File: config.mk
export PLATFORM = sky130hd
export DESIGN_NAME = operand_stream_bank_flat
export DESIGN_NICKNAME = d
export VERILOG_FILES = /design/src/rtl/operand_stream_bank_if.sv /design/src/rtl/operand_stream_bank.sv /design/src/flat_wrapper.sv
export SDC_FILE = /design/constraint.sdc
export NUM_CORES = 1
export LEC_CHECK = 0
export CAP_MARGIN = 10
export CORE_MARGIN = 1
export CORE_UTILIZATION = 35
export CTS_CLUSTER_DIAMETER = 30
export DETAILED_ROUTE_END_ITERATION = 10
export PLACE_DENSITY = 0.56
export SKIP_LAST_GASP = 1
export SLEW_MARGIN = 20
export SYNTH_ARGS = -nofsm -noshare
export SYNTH_HDL_FRONTEND = slang
export SYNTH_SLANG_ARGS = --single-unit
File: constraint.sdc
create_clock -name clk -period 6.6 [get_ports clk]
set_clock_uncertainty 0.1 [all_clocks]
set_input_delay 1.32 -clock clk [delete_from_list [all_inputs] [get_ports clk]]
set_output_delay 1.32 -clock clk [all_outputs]
set_load 0.02 [all_outputs]
File: src/rtl/operand_stream_bank_if.sv
// operand_stream_bank_if: job config, operand input stream and
// outer-product step stream between the bank and its neighbours.
interface operand_stream_bank_if #(
   parameter int DW      = 4,
   parameter int MAX_DIM = 3,
   parameter int DIM_W   = 2
);
   logic                       start;
   logic [DIM_W-1:0]           row_w;
   logic [DIM_W-1:0]           col_w;
   logic [DIM_W-1:0]           row_x;
   logic [DIM_W-1:0]           col_x;
   logic                       in_valid;
   logic                       in_ready;
   logic [DW-1:0]              in_data;
   logic                       out_valid;
   logic                       out_ready;
   logic [MAX_DIM*DW-1:0]      out_w;
   logic [MAX_DIM*DW-1:0]      out_x;
   logic                       out_last;
   logic [MAX_DIM*MAX_DIM-1:0] mac_en;
   logic [MAX_DIM*MAX_DIM-1:0] mac_clear;
   logic                       busy;
   logic                       done;
   logic                       cfg_err;

   modport master (
      output start, row_w, col_w, row_x, col_x,
      output in_valid, in_data, out_ready,
      input  in_ready, out_valid, out_w, out_x,
      input  out_last, mac_en, mac_clear,
      input  busy, done, cfg_err
   );

   modport slave (
      input  start, row_w, col_w, row_x, col_x,
      input  in_valid, in_data, out_ready,
      output in_ready, out_valid, out_w, out_x,
      output out_last, mac_en, mac_clear,
      output busy, done, cfg_err
   );
endinterface

File: src/rtl/operand_stream_bank.sv
// operand_stream_bank: W/X operand store and outer-product step
// sequencer feeding a MAX_DIM x MAX_DIM MAC array.
module operand_stream_bank #(
   parameter int DW      = 4,
   parameter int MAX_DIM = 3,
   parameter int DIM_W   = 2
) (
   input logic clk,
   input logic rst_n,
   operand_stream_bank_if.slave bus
);
   localparam int NE = MAX_DIM * MAX_DIM;
   localparam int AW = (NE > 1) ? $clog2(NE) : 1;

   typedef enum logic [2:0] {
      IDLE, LOAD_W, LOAD_X, STREAM, DONE
   } state_t;

   state_t                state;
   logic [DIM_W-1:0]      dm, dk, dn, step;
   logic [AW-1:0]         cnt;
   logic [DW-1:0]         w_mem [NE];
   logic [DW-1:0]         x_mem [NE];
   logic                  done_r, err_r;
   logic [NE-1:0]         clear_r, mask, new_mask;
   logic                  dims_ok, in_xfer, out_xfer;
   logic                  loading, streaming;
   logic                  last_el, last_step;
   logic [MAX_DIM*DW-1:0] lane_w, lane_x;
   int                    tot_w, tot_x;

   function automatic logic [NE-1:0] region(
      input logic [DIM_W-1:0] m,
      input logic [DIM_W-1:0] n
   );
      logic [NE-1:0] r;
      r = '0;
      for (int i = 0; i < MAX_DIM; i++)
         for (int j = 0; j < MAX_DIM; j++)
            r[i*MAX_DIM+j] = (i < int'(m)) && (j < int'(n));
      return r;
   endfunction

   assign loading   = (state == LOAD_W) || (state == LOAD_X);
   assign streaming = (state == STREAM);
   assign in_xfer   = bus.in_valid && loading;
   assign out_xfer  = streaming && bus.out_ready;
   assign mask      = region(dm, dn);
   assign new_mask  = region(bus.row_w, bus.col_x);
   assign last_step = streaming && (step == dk - 1'b1);

   always_comb begin
      dims_ok = (bus.row_w != '0) && (bus.col_w != '0)
             && (bus.col_x != '0)
             && (int'(bus.row_w) <= MAX_DIM)
             && (int'(bus.col_w) <= MAX_DIM)
             && (int'(bus.col_x) <= MAX_DIM)
             && (bus.col_w == bus.row_x);
      tot_w = int'(dm) * int'(dk);
      tot_x = int'(dk) * int'(dn);
      if (state == LOAD_W)
         last_el = (int'(cnt) == tot_w - 1);
      else
         last_el = (int'(cnt) == tot_x - 1);
   end

   // Lanes outside the active region read as zero, so stale memory never leaks.
   always_comb begin
      lane_w = '0;
      lane_x = '0;
      for (int i = 0; i < MAX_DIM; i++) begin
         if (streaming && i < int'(dm))
            lane_w[i*DW +: DW] =
               w_mem[AW'(i * int'(dk) + int'(step))];
         if (streaming && i < int'(dn))
            lane_x[i*DW +: DW] =
               x_mem[AW'(int'(step) * int'(dn) + i)];
      end
   end

   always_ff @(posedge clk) begin
      if (in_xfer && state == LOAD_W)
         w_mem[cnt] <= bus.in_data;
      if (in_xfer && state == LOAD_X)
         x_mem[cnt] <= bus.in_data;
   end

   always_ff @(posedge clk or negedge rst_n) begin
      if (!rst_n) begin
         state   <= IDLE;
         dm      <= '0;
         dk      <= '0;
         dn      <= '0;
         cnt     <= '0;
         step    <= '0;
         done_r  <= 1'b0;
         err_r   <= 1'b0;
         clear_r <= '0;
      end else begin
         clear_r <= '0;
         unique case (state)
            IDLE, DONE: begin
               if (bus.start) begin
                  done_r <= 1'b0;
                  if (dims_ok) begin
                     dm      <= bus.row_w;
                     dk      <= bus.col_w;
                     dn      <= bus.col_x;
                     err_r   <= 1'b0;
                     clear_r <= new_mask;
                     cnt     <= '0;
                     state   <= LOAD_W;
                  end else begin
                     err_r <= 1'b1;
                     state <= IDLE;
                  end
               end
            end
            LOAD_W: begin
               if (in_xfer) begin
                  if (last_el) begin
                     cnt   <= '0;
                     state <= LOAD_X;
                  end else begin
                     cnt <= cnt + 1'b1;
                  end
               end
            end
            LOAD_X: begin
               if (in_xfer) begin
                  if (last_el) begin
                     cnt   <= '0;
                     step  <= '0;
                     state <= STREAM;
                  end else begin
                     cnt <= cnt + 1'b1;
                  end
               end
            end
            STREAM: begin
               if (out_xfer) begin
                  if (last_step) begin
                     done_r <= 1'b1;
                     state  <= DONE;
                  end else begin
                     step <= step + 1'b1;
                  end
               end
            end
            default: state <= IDLE;
         endcase
      end
   end

   assign bus.in_ready  = loading;
   assign bus.out_valid = streaming;
   assign bus.out_w     = lane_w;
   assign bus.out_x     = lane_x;
   assign bus.out_last  = last_step;
   assign bus.mac_en    = out_xfer ? mask : '0;
   assign bus.mac_clear = clear_r;
   assign bus.busy      = loading || streaming;
   assign bus.done      = done_r;
   assign bus.cfg_err   = err_r;
endmodule

File: src/flat_wrapper.sv
// flat-port wrapper written by rule: the top's interface ports become plain ports
module operand_stream_bank_flat 
#(
   parameter int DW      = 4,
   parameter int MAX_DIM = 3,
   parameter int DIM_W   = 2
)
  (clk, rst_n, bus_start, bus_row_w, bus_col_w, bus_row_x, bus_col_x, bus_in_valid, bus_in_data, bus_out_ready, bus_in_ready, bus_out_valid, bus_out_w, bus_out_x, bus_out_last, bus_mac_en, bus_mac_clear, bus_busy, bus_done, bus_cfg_err);
  operand_stream_bank_if #(.DW(DW), .MAX_DIM(MAX_DIM), .DIM_W(DIM_W)) bus_i ();
  input logic clk;
  input logic rst_n;
  input wire logic [$bits(bus_i.start)-1:0] bus_start;
  input wire logic [$bits(bus_i.row_w)-1:0] bus_row_w;
  input wire logic [$bits(bus_i.col_w)-1:0] bus_col_w;
  input wire logic [$bits(bus_i.row_x)-1:0] bus_row_x;
  input wire logic [$bits(bus_i.col_x)-1:0] bus_col_x;
  input wire logic [$bits(bus_i.in_valid)-1:0] bus_in_valid;
  input wire logic [$bits(bus_i.in_data)-1:0] bus_in_data;
  input wire logic [$bits(bus_i.out_ready)-1:0] bus_out_ready;
  output wire logic [$bits(bus_i.in_ready)-1:0] bus_in_ready;
  output wire logic [$bits(bus_i.out_valid)-1:0] bus_out_valid;
  output wire logic [$bits(bus_i.out_w)-1:0] bus_out_w;
  output wire logic [$bits(bus_i.out_x)-1:0] bus_out_x;
  output wire logic [$bits(bus_i.out_last)-1:0] bus_out_last;
  output wire logic [$bits(bus_i.mac_en)-1:0] bus_mac_en;
  output wire logic [$bits(bus_i.mac_clear)-1:0] bus_mac_clear;
  output wire logic [$bits(bus_i.busy)-1:0] bus_busy;
  output wire logic [$bits(bus_i.done)-1:0] bus_done;
  output wire logic [$bits(bus_i.cfg_err)-1:0] bus_cfg_err;
  assign bus_i.start = bus_start;
  assign bus_i.row_w = bus_row_w;
  assign bus_i.col_w = bus_col_w;
  assign bus_i.row_x = bus_row_x;
  assign bus_i.col_x = bus_col_x;
  assign bus_i.in_valid = bus_in_valid;
  assign bus_i.in_data = bus_in_data;
  assign bus_i.out_ready = bus_out_ready;
  assign bus_in_ready = bus_i.in_ready;
  assign bus_out_valid = bus_i.out_valid;
  assign bus_out_w = bus_i.out_w;
  assign bus_out_x = bus_i.out_x;
  assign bus_out_last = bus_i.out_last;
  assign bus_mac_en = bus_i.mac_en;
  assign bus_mac_clear = bus_i.mac_clear;
  assign bus_busy = bus_i.busy;
  assign bus_done = bus_i.done;
  assign bus_cfg_err = bus_i.cfg_err;
  operand_stream_bank #(.DW(DW), .MAX_DIM(MAX_DIM), .DIM_W(DIM_W)) u_core (.clk(clk), .rst_n(rst_n), .bus(bus_i));
endmodule
# Word level (Yosys, flattened, before mapping)
# Memory sizes are Yosys's and may differ from the RTL's.
# Index checks and enable logic that the tools add are counted.
# word_totals
mem_count	2
wordCells	141
out_inout_bits	48
ramBits	72
in_bits	17
ff_bits	26
# mem_list
memory	words	word_bits	read_ports	rd_clocked_by_memory_dff	wr	line_no	text
u_core.w_mem	9	4	3	0	1	operand_stream_bank.sv:22	logic [DW-1:0] w_mem [NE];
u_core.x_mem	9	4	3	0	1	operand_stream_bank.sv:23	logic [DW-1:0] x_mem [NE];
# op_classes
n_mux	39
n_lt_le_gt_ge	12
n_reduce_logical	49
n_eq_ne	18
n_mul	3
n_addsub	9
# ops
op	count
5-bit by 32-bit equality test with 1-bit output	2
32-bit by 2-bit subtractor with 32-bit output (second input constant)	2
4-bit two-way mux	10
9-bit two-way mux	4
1-bit logical AND	32
3-bit two-way mux	7
1-bit by 2-bit < comparator with 1-bit output (first input constant)	8
2-bit by 1-bit != test with 1-bit output (second input constant)	7
2-bit by 2-bit multiplier with 4-bit output	3
3-bit one-hot mux with 4 select lines	1
2-bit nonzero test	6
1-bit two-way mux	10
2-bit < comparator (first input constant)	4
2-bit two-way mux	4
4-bit one-hot mux with 2 select lines	1
4-bit AND reduction	2
7-bit AND reduction	1
3-bit by 2-bit equality test with 1-bit output (second input constant)	2
2-bit != test (second input constant)	3
5-bit AND reduction	1
3-bit by 2-bit adder with 4-bit output	1
4-bit by 1-bit adder with 4-bit output (second input constant)	1
4-bit by 2-bit adder with 4-bit output (second input constant)	1
4-bit by 3-bit adder with 4-bit output (second input constant)	1
13 further kinds	16

# Logic depth before layout (Yosys ltp)
# logic_depth
depth_word	7
ltp_mapped	13
ltp_nobuf	12

# Worst setup path after synthesis
# No wires, ideal clock.
# synth_path
kind	reg-to-output
startpoint	reg u_core.step[0]
endpoint	out bus_out_x[9]
arrival_ps	3440
path_stages_with_launch	10
path_slack_ps	1740
path_buffers	3
t_required_ps	5180
path_cell_list	dfrtp_1 buf_2 buf_2 and2_1 ha_1 clkbuf_1 inv_1 fa_1 mux4_2 a211oi_1
# synth_between
elab_chain_cells	4
# synth_rtl
element	line_no	text
start: declaration	operand_stream_bank.sv:20	logic [DIM_W-1:0] dm, dk, dn, step;
start signal: assignment	operand_stream_bank.sv:146	step <= step + 1'b1;
2-bit by 2-bit multiplier with 4-bit output	operand_stream_bank.sv:77	x_mem[AW'(int'(step) * int'(dn) + i)];
4-bit by 3-bit adder with 4-bit output	operand_stream_bank.sv:77	
memory 9 x 4 bit	-	
4-bit two-way mux	operand_stream_bank.sv:75	if (streaming && i < int'(dn))
end: declaration	flat_wrapper.sv:23	output wire logic [$bits(bus_i.out_x)-1:0] bus_out_x;
# Every way passes these cells.

# Worst setup path after layout
# Same ends and word-level chain as after synthesis.

==> flow_metrics.env <==
export IMPL_outcome="finished clean"
export IMPL_cts_sinks=98
export IMPL_synth_edf_count=72
export IMPL_layout_common_cells="edfxtp_1 (72), clkdlybuf4s50_1 (64), nor2_1 (51)"
export IMPL_rows=45
export IMPL_tightest_slew_ps=901
export IMPL_max_slew_margin_pct=39.9
export IMPL_hold_class="reg -> reg"
export IMPL_io_buffers=64
export IMPL_grt_usage_pct=17.2
export IMPL_nFillCells=1388
export IMPL_die_y_um=128
export IMPL_ys_seq_area_share_pct=50.4
export IMPL_synth_seq_cells=98
export IMPL_die_w_um=128
export IMPL_drt_antenna_violating_nets=0
export IMPL_r2r_end="u_core.step[0]"
export IMPL_ir_drop_mv=0.110
export IMPL_final_common_cell="edfxtp_1"
export IMPL_diodes=0
export IMPL_period_needed_ps=5620
export IMPL_coreArea_um2=15400
export IMPL_crit_fanout=18
export IMPL_synth_area_per_cell_um2=13.4
export IMPL_fin_setup_tns_ps=0
export IMPL_power_mw=1.33
export IMPL_grt_pass1_wl_um=21000
export IMPL_grt_overflow=0
export IMPL_drt_pass1_iter_count=4
export IMPL_powerDensity_nw_per_um2=200
export IMPL_rrSetupSlack_ps=3360
export IMPL_worst_setup_path_start_kind="flip-flop"
export IMPL_cts_setup_buffers=0
export IMPL_seq_area_um2=2810
export IMPL_grt_pass1_vias=3774
export IMPL_synth_cells=417
export IMPL_clk_pin_slew_worst_paths_ps=70
export IMPL_critPathKind="reg -> out"
export IMPL_synth_main_ff_cell="edfxtp_1"
export IMPL_drv_cap=0
export IMPL_vias_per_cell=5.20
export IMPL_reg2reg_depth=12
export IMPL_drtIter0Drc=269
export IMPL_cts_resized=0
export IMPL_crit_arrival_ps=4200
export IMPL_areaGrowthSynthToFinish_pct=19.5
export IMPL_cts_tree="yes"
export IMPL_post_route_period_util_pct=85.1
export IMPL_r2r_start="u_core.dk[0]"
export IMPL_synth_async_reset_ratio_pct=26.5
export IMPL_syn_num_nets=453
export IMPL_hpwl_um=9780
export IMPL_start_util_pct=36.3
export IMPL_synthesis_area_um2=5580
export IMPL_final_hold_viol_count=0
export IMPL_ys_warnings_count=0
export IMPL_cts_root_buf="clkbuf_16"
export IMPL_drt_wirelength_per_cell_um=18.9
export IMPL_layout_drive_gt1_share_pct=14.7
export IMPL_leakage_nw=2.42
export IMPL_wl_um=13000
export IMPL_drc=0
export IMPL_clock_latency_ps=340
export IMPL_drv_slew=0
export IMPL_nNetsFinal=507
export IMPL_dieArea_um2=16400
export IMPL_end_kind="primary output"
export IMPL_io_pins=65
export IMPL_yosysUniqueCellTypes=53
export IMPL_rsz0062_at_grt="no"
export IMPL_required_ps=5180
export IMPL_grt_antenna_before_repair=0
export IMPL_holdBufCountCts=0
export IMPL_clock_path_buffers=2
export IMPL_min_to="u_core.bus.cfg_err"
export IMPL_vias=3575
export IMPL_whs_path_depth=2
export IMPL_setup_viol=0
export IMPL_grt_max_degree=27
export IMPL_htree_levels=3
export IMPL_hold_start="u_core.bus.cfg_err"
export IMPL_routabilityCongestion=0.837
export IMPL_numCtsBuffers=9
export IMPL_fmax_mhz=178
export IMPL_multi_input_area_um2=2610
-- Yosys cell counts (2+ instances only) --
cell type   n  share of area (%)
or2_2       2               0.22
nor2_1     51                3.4
nor3_1      8               0.72
nand2b_1    3               0.34
and3_1      5               0.56
nor4_4      2               0.76
a22o_1      3               0.47
dfrtp_1    26                 12
mux4_2     36                 15
nand2_1    17                1.1
and2_1     29                3.3
xnor2_1     5               0.79
a21oi_1    13                1.2
nor3b_1     4               0.54
inv_1       7               0.47
buf_4       2               0.27
ha_1       17                3.8
nor2b_1     6               0.67
buf_6       2               0.40
mux2_2      6                1.2
nand3_1     4               0.36
a211oi_1    8                1.1
clkbuf_1   12               0.81
buf_2       6               0.54
xor2_1      3               0.47
edfxtp_1   72                 39
fa_1        2               0.72
o22a_1      2               0.31
o21ai_0     5               0.45
nand3b_1    3               0.40
mux2i_1    34                6.1
-- sequential cells by signal (all words and copies together), names as in the netlist --
register,cells
u_core.dm,2
u_core.dn,2
u_core.bus.cfg_err,1
u_core.bus.mac_clear,9
u_core.cnt,4
u_core.state,3
u_core.dk,2
u_core.step,2
u_core.x_mem,36
u_core.bus.done,1
u_core.w_mem,36
-- worst max-delay path by stage --
stage                         from             to  cells past startpoint
floorplan           u_core.step[0]   bus_out_x[9]                      9
global placement    u_core.step[0]  bus_out_x[10]                      7
detailed placement  u_core.step[0]   bus_out_x[9]                      7
CTS                 u_core.step[0]   bus_out_x[9]                      7
global route        u_core.step[0]   bus_out_x[9]                      7
finish              u_core.step[0]   bus_out_x[9]                      7
-- layer usage --
metal / share of wire [%] / GRT usage, % / wire length, um / vias to the layer above
met5: 0 / 0 / 0 / -
met4: 0.98 / 6.09 / 127 / 0
met3: 5.5 / 3.38 / 714 / 9
met2: 48 / 27.9 / 6220 / 112
met1: 45 / 22.9 / 5890 / 1764
li1: - / - / - / 1690
-- kinds of logic after synthesis --
family | count (synthesis) | synth area share (%)
buffers and inverters | 32 | 2.69
multiplexers | 76 | 21.9
AO/OA/AOI/OAI | 44 | 5.68
adder cells (fa/ha/maj) | 19 | 4.53
XOR/XNOR | 8 | 1.26
AND/OR/NAND/NOR | 140 | 13.6
flip-flops | 98 | 50.4
-- worst max-delay path: stages (launching register included) --
cell and delay, ps:
dfrtp_1 700, and2_1 330, ha_1 490, inv_1 200, fa_1 700, mux4_2 540, a211oi_1 240, clkdlybuf4s50_1 640
-- final cells by class --
class | instances | share of cell area [%]
Sequential cell | 98 | 42.2
Multi-Input combinational cell | 287 | 39.2
Clock inverter | 5 | 0.488
Tap cell | 211 | 3.96
Inverter | 9 | 0.507
Clock buffer | 11 | 3.81
Timing Repair Buffer | 66 | 9.83
-- where the power goes --
group	leakage [nW]	switching [mW]	internal [mW]
Sequential	0.991	0.0248	0.678
Combinational	1.29	0.0649	0.0543
Clock	0.146	0.229	0.280
Total	2.42	0.319	1.01
-- stage by stage --
step / instance area, um^2 / utilization (%) / setup slack (ps) / instances / hold slack, ps
6_report: 6670 / 43.4 / 985 / 687 / 411
5_1_grt: 6670 / 43.4 / 645 / 687 / 452
4_1_cts: 6670 / 43.4 / 871 / 687 / 414
3_5_place_dp: 6380 / 41.5 / 1270 / 671 / 396
3_3_place_gp: 6380 / 41.5 / 1370 / 671 / 387
2_1_floorplan: 5580 / - / 1740 / 417 / 419
Note: power is estimated with default switching activity, not from simulation.
